**config.mk**
```make
export PLATFORM = sky130hd
export DESIGN_NAME = signed_logic_resp
export DESIGN_NICKNAME = d
export VERILOG_FILES = /design/src/rtl/signed_logic_resp_pkg.sv /design/src/rtl/signed_logic_resp_result_fifo.sv /design/src/rtl/signed_logic_resp.sv
export SDC_FILE = /design/constraint.sdc
export NUM_CORES = 1
export LEC_CHECK = 0
export ABC_CLOCK_PERIOD_IN_PS = 6600
export CELL_PAD_IN_SITES_DETAIL_PLACEMENT = 1
export CELL_PAD_IN_SITES_GLOBAL_PLACEMENT = 2
export CORE_MARGIN = 4
export CORE_UTILIZATION = 36
export CTS_CLUSTER_DIAMETER = 100
export DETAILED_ROUTE_END_ITERATION = 12
export GPL_TIMING_DRIVEN = 0
export PLACE_DENSITY_LB_ADDON = 0.1
export SETUP_SLACK_MARGIN = 0.02
export SYNTH_ARGS = -nofsm -noshare
export SYNTH_HDL_FRONTEND = slang
export SYNTH_SLANG_ARGS = --single-unit
```
**constraint.sdc**
```tcl
create_clock -name clk -period 6.6 [get_ports clk]
set_input_delay 1.32 -clock clk [delete_from_list [all_inputs] [get_ports clk]]
set_output_delay 1.32 -clock clk [all_outputs]
set_load 0.1 [all_outputs]
```
**src/rtl/signed_logic_resp_pkg.sv**
```systemverilog
// Shared definitions for the signed logic responder: operation select codes,
// default datapath width and the FIFO occupancy states.
package signed_logic_resp_pkg;

  localparam int unsigned WIDTH_DEFAULT = 32;

  typedef enum logic [1:0] {
    LOGIC_AND = 2'b00,
    LOGIC_OR  = 2'b01,
    LOGIC_XOR = 2'b10,
    LOGIC_NOT = 2'b11
  } logic_sel_e;

  typedef enum logic [1:0] {
    FIFO_EMPTY,
    FIFO_PARTIAL,
    FIFO_FULL
  } fifo_state_e;

  function automatic fifo_state_e fill_state(input int unsigned fill,
                                             input int unsigned depth);
    if (fill == 0)          return FIFO_EMPTY;
    else if (fill >= depth) return FIFO_FULL;
    else                    return FIFO_PARTIAL;
  endfunction

endpackage

```
**src/rtl/signed_logic_resp_result_fifo.sv**
```systemverilog
// Small result queue with registered read/write pointers and a fill counter.
// The read data reads as zero while the queue is empty.
module result_fifo
  import signed_logic_resp_pkg::*;
#(
  parameter int unsigned W     = WIDTH_DEFAULT + 2,
  parameter int unsigned DEPTH = 2
) (
  input  logic         clk,
  input  logic         rst,
  input  logic         push_i,
  input  logic         pop_i,
  input  logic [W-1:0] wdata_i,
  output logic [W-1:0] rdata_o,
  output logic         empty_o,
  output logic         full_o
);

  localparam int unsigned PTR_W  = $clog2(DEPTH);
  localparam int unsigned FILL_W = $clog2(DEPTH + 1);

  logic [PTR_W-1:0]  wr_ptr_q, wr_ptr_d;
  logic [PTR_W-1:0]  rd_ptr_q, rd_ptr_d;
  logic [FILL_W-1:0] fill_q, fill_d;
  logic [W-1:0]      mem_q [DEPTH];
  fifo_state_e       state;
  logic              do_push, do_pop;

  assign state   = fill_state(32'(fill_q), DEPTH);
  // Illegal push/pop requests are dropped so the pointers never move on them.
  assign do_push = push_i && (state != FIFO_FULL);
  assign do_pop  = pop_i  && (state != FIFO_EMPTY);

  always_comb begin
    wr_ptr_d = wr_ptr_q;
    rd_ptr_d = rd_ptr_q;
    fill_d   = fill_q;
    if (do_push) wr_ptr_d = wr_ptr_q + PTR_W'(1);
    if (do_pop)  rd_ptr_d = rd_ptr_q + PTR_W'(1);
    case ({do_push, do_pop})
      2'b10:   fill_d = fill_q + FILL_W'(1);
      2'b01:   fill_d = fill_q - FILL_W'(1);
      default: fill_d = fill_q;
    endcase
  end

  always_ff @(posedge clk or posedge rst) begin
    if (rst) begin
      wr_ptr_q <= '0;
      rd_ptr_q <= '0;
      fill_q   <= '0;
    end else begin
      wr_ptr_q <= wr_ptr_d;
      rd_ptr_q <= rd_ptr_d;
      fill_q   <= fill_d;
    end
  end

  always_ff @(posedge clk) begin
    if (do_push) mem_q[wr_ptr_q] <= wdata_i;
  end

  assign rdata_o = (state == FIFO_EMPTY) ? '0 : mem_q[rd_ptr_q];
  assign empty_o = (state == FIFO_EMPTY);
  assign full_o  = (state == FIFO_FULL);

endmodule

```
**src/rtl/signed_logic_resp.sv**
```systemverilog
// Handshaked responder for the signed logic unit: computes the bitwise result and
// flags at accept time, queues them, and counts accepted requests.
module signed_logic_resp
  import signed_logic_resp_pkg::*;
#(
  parameter int unsigned WIDTH = WIDTH_DEFAULT,
  parameter int unsigned DEPTH = 2,
  parameter int unsigned CNT_W = 16
) (
  input  logic                    clk,
  input  logic                    rst,
  input  logic                    in_valid,
  output logic                    in_ready,
  input  logic signed [WIDTH-1:0] in_a,
  input  logic signed [WIDTH-1:0] in_b,
  input  logic [1:0]              in_sel,
  output logic                    out_valid,
  input  logic                    out_ready,
  output logic signed [WIDTH-1:0] out_result,
  output logic                    out_zero,
  output logic                    out_neg,
  output logic [CNT_W-1:0]        op_count
);

  logic [WIDTH-1:0] res;
  logic             res_zero, res_neg;
  logic             push, pop, fifo_empty, fifo_full;
  logic [WIDTH+1:0] head;
  logic [CNT_W-1:0] op_count_q, op_count_d;

  always_comb begin
    res = '0;
    case (logic_sel_e'(in_sel))
      LOGIC_AND: res = in_a & in_b;
      LOGIC_OR:  res = in_a | in_b;
      LOGIC_XOR: res = in_a ^ in_b;
      LOGIC_NOT: res = ~in_a;
      default:   res = '0;
    endcase
  end

  assign res_zero = (res == '0);
  assign res_neg  = res[WIDTH-1];

  // in_ready comes only from the registered fill count, so a pop while full
  // cannot admit a push in the same cycle.
  assign in_ready  = !fifo_full;
  assign out_valid = !fifo_empty;
  assign push      = in_valid && in_ready;
  assign pop       = out_valid && out_ready;

  result_fifo #(
    .W     (WIDTH + 2),
    .DEPTH (DEPTH)
  ) u_fifo (
    .clk     (clk),
    .rst     (rst),
    .push_i  (push),
    .pop_i   (pop),
    .wdata_i ({res_neg, res_zero, res}),
    .rdata_o (head),
    .empty_o (fifo_empty),
    .full_o  (fifo_full)
  );

  assign out_result = head[WIDTH-1:0];
  assign out_zero   = head[WIDTH];
  assign out_neg    = head[WIDTH+1];

  always_comb begin
    op_count_d = op_count_q;
    if (push) op_count_d = op_count_q + CNT_W'(1);
  end

  always_ff @(posedge clk or posedge rst) begin
    if (rst) op_count_q <= '0;
    else     op_count_q <= op_count_d;
  end

  assign op_count = op_count_q;

endmodule
```
; ---- Word level (Yosys, flattened, before mapping)
; Memories as Yosys holds them, arrays and structs flattened.
; Cells that the tools add are included.
[op_classes]
n_addsub = 5
order_cmp = 1
n_eq_ne = 7
n_mux = 7
n_shift = 0
n_reduce_logical = 12
n_mul = 0
bitwise = 4
div_mod_pow = 0
[ops]
columns = op, count
row1 = 32-bit case mux with 4 select lines, 1
row2 = 34-bit 2-to-1 mux, 1
row3 = 32-bit AND, 1
row4 = 32-bit logical NOT, 1
row5 = 32-bit inverter, 1
row6 = 32-bit OR, 1
row7 = 32-bit XOR, 1
row8 = 16-bit by 1-bit adder with 16-bit output (second input constant), 1
row9 = 2-bit == test (second input constant), 4
row10 = 2-bit logical NOT, 3
row11 = 2-bit by 1-bit == test with 1-bit output (second input constant), 2
row12 = 1-bit logical AND, 4
row13 = 2-bit 2-to-1 mux, 2
row14 = 2-bit case mux with 2 select lines, 1
row15 = 2-bit nonzero test, 2
row16 = 1-bit adder (second input constant), 2
row17 = 2-bit by 1-bit adder with 2-bit output (second input constant), 1
row18 = 2-bit greater-or-equal comparator (second input constant), 1
row19 = 1-bit logical NOT, 2
row20 = 1-bit 2-to-1 mux, 2
row21 = 2-bit inequality test (second input constant), 1
row22 = 2-bit by 1-bit subtractor with 2-bit output (second input constant), 1
[totals]
romBits = 0
mem_count = 1
latchBits = 0
ramBits = 68
ff_bits = 20
output_inout_bits = 52
in_bits = 70
[mem_list]
columns = name, depth, word_bits, rd, rd_clocked_by_memory_dff, wr, line_no
row1 = u_fifo.mem_q, 2, 34, 1, 0, 1, signed_logic_resp_result_fifo.sv:25  ; logic [W-1:0] mem_q [DEPTH];

; ---- Logic depth before layout (Yosys ltp)
[depth]
word_depth = 9
depth_mapped = 7
mapped_depth_nobuf = 7

; ---- Hierarchy
; Synthesis repeated with hierarchy kept, for this count alone.
[unflattened]
hier_cells = 435
area_unflattened_um2 = 5501.5
[by_module_without_submodules]
columns = module, n_inst, seq_area_each_um2, area_each_um2, cells_per_inst
row1 = result_fifo, 1, 2142.1, 2771.4, 162
row2 = signed_logic_resp, 1, 400.4, 2730.1, 273

; ---- Least setup slack after synthesis
; OpenSTA, ideal clock, no wires.
[synth_path]
kind = reg-to-output
start = register u_fifo.rd_ptr_q
end = output port out_result[31]
path_stages_with_launch = 6
arrival_time_ps = 2756
required_time_ps = 5280
slack_ps = 2524
n_path_buf = 3
cell_sequence = dfrtp_1 > clkbuf_1 > buf_2 > mux2i_1 > nor2_1 > buf_4
[synth_via]
elab_chain_cells = 2
[synth_lines]
columns = item, line_no
row1 = start: declaration, signed_logic_resp_result_fifo.sv:23  ; logic [PTR_W-1:0] rd_ptr_q, rd_ptr_d;
row2 = start signal: assignment, signed_logic_resp_result_fifo.sv:54  ; rd_ptr_q <= rd_ptr_d;
row3 = memory 2 x 34 bit, n/a
row4 = 34-bit 2-to-1 mux, signed_logic_resp_result_fifo.sv:63  ; assign rdata_o = (state == FIFO_EMPTY) ? '0 : mem_q[rd_ptr_q];
row5 = end: declaration, signed_logic_resp.sv:19  ; output logic signed [WIDTH-1:0] out_result,
; Every way passes these cells.

; ---- Final worst setup path
[layout_path]
start = register u_fifo.fill_q[0]
end = output port out_result[31]
[layout_via]
elab_chain_cells = 5
elab_cells_between_ends = 6
cone_classes = order compare: 1 / mux: 3 / reduce/logical: 2
[layout_lines]
columns = item, line_no
row1 = start: declaration, signed_logic_resp_result_fifo.sv:24  ; logic [FILL_W-1:0] fill_q, fill_d;
row2 = start signal: assignment, signed_logic_resp_result_fifo.sv:55  ; fill_q <= fill_d;
row3 = 2-bit greater-or-equal comparator, signed_logic_resp_pkg.sv:23  ; else if (fill >= depth) return FIFO_FULL;
row4 = 2-bit 2-to-1 mux, signed_logic_resp_pkg.sv:23
row5 = 2-bit 2-to-1 mux (*), signed_logic_resp_pkg.sv:22  ; if (fill == 0) return FIFO_EMPTY;
row6 = 2-bit logical NOT (*), signed_logic_resp_result_fifo.sv:63
row7 = 34-bit 2-to-1 mux (*), signed_logic_resp_result_fifo.sv:63
; Every way passes the cells marked *; elsewhere a longest branch is shown, timed or not.

==> results.sh <==
export IMPL_peakVddDrop_mv=0.202
export IMPL_cts_hold_buf=0
export IMPL_cp_end_kind="output pin"
export IMPL_maxSlewHeadroom_pct=32.3
export IMPL_rsz0062_at_grt="no"
export IMPL_totalWireLength_um=12800
export IMPL_grt_pass1_wl_um=20200
export IMPL_clock_latency_ns=0.34
export IMPL_worstMarginPinSlew_ns=1.01
export IMPL_num_fill_cells=1533
export IMPL_yosys_warnings=0
export IMPL_layout_commonest_cell="clkdlybuf4s50_1"
export IMPL_reg2reg_from="u_fifo.fill_q[1]"
export IMPL_arrival_ns=2.95
export IMPL_routabilityCongestion=0.710
export IMPL_first_iter_violations=152
export IMPL_avgSynthCellArea_sq_um=12.5
export IMPL_synth_largest_area_cell="edfxtp_1"
export IMPL_synthDominantCellAreaShare_pct=36.9
export IMPL_row_count=44
export IMPL_crit_type="reg2out"
export IMPL_crit_path_start_kind="register"
export IMPL_antenna_cells=0
export IMPL_floorplan_initialDensity_pct=36.8
export IMPL_utilization_pct=48.8
export IMPL_syn2layout_area_growth_pct=32.7
export IMPL_crit_fanout=10
export IMPL_antenna_found_initial=0
export IMPL_drc=0
export IMPL_die_x_um=130
export IMPL_synth_nets=565
export IMPL_ys_seq_area_share_pct=46.3
export IMPL_use_met1_pct=20.0
export IMPL_syn_area_sq_mm=0.00536
export IMPL_period_minus_slack_ns=4.27
export IMPL_drv_cap=0
export IMPL_post_drt_wl_per_cell_um=17.1
export IMPL_clock_skew_ns=0.00630
export IMPL_core_area_sq_mm=0.0146
export IMPL_die_y_um=130
export IMPL_grt_start_max_net_pins=34
export IMPL_use_met3_pct=3.36
export IMPL_worstHoldStart="op_count[15]"
export IMPL_vias=3591
export IMPL_fin_crit_sh_pct=64.7
export IMPL_ioPinCount=122
export IMPL_ys_seq_elements=86
export IMPL_path_common_cell="nor2_1"
export IMPL_fmax_ghz=0.234
export IMPL_crit_path_cell_trace="nor2_1, clkbuf_1, nor2_1, buf_4, clkdlybuf4s50_1"
export IMPL_outcome="finished clean"
export IMPL_clock_path_buffers=2
export IMPL_cts_setup_buffers=0
export IMPL_power_leakage_nw=3.11
export IMPL_ys_types=23
export IMPL_die_area_sq_mm=0.0169
export IMPL_total_power_mw=3.12
export IMPL_required_ns=5.28
export IMPL_grtUsageTotal_pct=15.8
export IMPL_ctsRootBufferMaster="clkbuf_16"
export IMPL_first_global_vias=3910
export IMPL_cpMaxStageDelayCell="clkdlybuf4s50_1"
export IMPL_worst_path_buf_inv=3
export IMPL_cp_slowest_stage_delay_ns=0.95
export IMPL_crit_family="buffers and inverters"
export IMPL_cts_htree_levels=3
export IMPL_firstDrtPassIters=4
export IMPL_dp_hpwl_um=9930
export IMPL_yosys_top_cells_area="edfxtp_1 (37%), ha_1 (15%), mux4_2 (13%), dfrtp_1 (9.3%), inv_1 (6.9%)"
export IMPL_finalHoldViolCount=0
export IMPL_use_met2_pct=27.6
export IMPL_path_clk_slew_ns=0.06
export IMPL_setup_viol=0
export IMPL_viasPerCell=4.79
export IMPL_ctsResizeCount=0
export IMPL_drv_slew=0
export IMPL_cp_startpoint="u_fifo.fill_q[0]"
export IMPL_powerDensity_mw_per_mm2=439
export IMPL_syn_instance_count=429
export IMPL_holdCritPathClass="reg2reg"
export IMPL_layout_nets=696
export IMPL_cts_tree="built"
export IMPL_numCtsBuffers=9
export IMPL_numPortBuffers=119
export IMPL_grt_ovfl_total=0
export IMPL_drive_gt1_share_pct=11.2
export IMPL_grt_busiest_layer="met2"
export IMPL_detail_route_antenna_nets=0
export IMPL_final_cell_mix="clkdlybuf4s50_1 (119), inv_1 (99), ha_1 (66), edfxtp_1 (66), nor2_1 (39)"
export IMPL_cts_sinks=86
export IMPL_fin_setup_tns_ns=0
## worst paths after layout
path                                            end  slack (ns)  depth (start not counted)
worst max-delay path                 out_result[31]        2.33                          5
worst min-delay path                   op_count[15]        0.48                          1
worst max register to register  u_fifo.mem_q[1][22]        4.74                          3
worst min register to register         op_count[15]        0.48                          1
max in group asynchronous               op_count[1]        4.70                          2
min in group asynchronous               op_count[6]        1.42                          2
## per-layer routing
metal | wire (um) | share of wire, % | up-vias
li1 | - | - | 1711
met1 | 5460 | 43 | 1782
met2 | 6550 | 51 | 91
met3 | 696 | 5.4 | 7
met4 | 98 | 0.77 | 0
met5 | 0 | 0 | -
## cell type report
class | instances | area, sq um | area share [%]
Clock inverter | 4 | 28.8 | 0.404
Sequential cell | 86 | 2480 | 34.9
Inverter | 100 | 375 | 5.27
Buffer | 17 | 116 | 1.63
Tap cell | 184 | 230 | 3.23
Clock buffer | 12 | 268 | 3.76
Multi-Input combinational cell | 226 | 2400 | 33.7
Timing Repair Buffer | 120 | 1220 | 17.1
## registers in the layout, indices dropped and copies added (netlist names)
name / flops
u_fifo.mem_q: 66
op_count: 16
u_fifo.fill_q: 2
u_fifo.rd_ptr_q: 1
u_fifo.wr_ptr_q: 1
## cell families after synthesis
kind of cell	after synthesis	share of synthesized area, %
XOR/XNOR	20	3.27
adder cells (fa/ha/maj)	66	15.4
buffers and inverters	117	9.17
flip-flops	86	46.3
multiplexers	65	19.6
AND/OR/NAND/NOR	75	6.30
## cells in the mapped netlist
| master | count |
|---|---|
| nor4_1 | 8 |
| mux2i_1 | 33 |
| buf_12 | 1 |
| nand3_1 | 5 |
| xnor2_1 | 14 |
| clkbuf_1 | 5 |
| nand4_1 | 6 |
| buf_2 | 5 |
| ha_1 | 66 |
| edfxtp_1 | 66 |
| dfrtp_1 | 20 |
| nor2b_1 | 1 |
| inv_1 | 99 |
| mux4_2 | 32 |
| nand2_1 | 9 |
| buf_4 | 4 |
| xor2_1 | 6 |
| buf_6 | 2 |
| and3_1 | 2 |
| inv_2 | 1 |
| nor3_1 | 2 |
| nor2_1 | 40 |
| and2_1 | 2 |
## stage by stage
step                      hold WS, ns  cell area, sq um  cells  setup slack, ns
after floorplan                 0.456              5360    429             2.52
after global placement          0.462              6790    732             1.60
after detailed placement        0.467              6820    733             2.64
after CTS                       0.480              7120    749             2.27
after global routing            0.513              7120    749             2.13
final                           0.479              7120    749             2.33
## power by group
group / switching (mW) / leakage, nW / internal [mW]
registers: 0.0456 / 0.869 / 0.710
clock network: 0.209 / 0.148 / 0.289
logic: 1.41 / 2.09 / 0.460
## worst register-to-register path, stage by stage, from the launching register on
cell	delay, ns
dfrtp_1	0.39
nor2b_1	0.10
buf_2	0.22
and2_2	0.76
(Power assumes the default switching activity.)
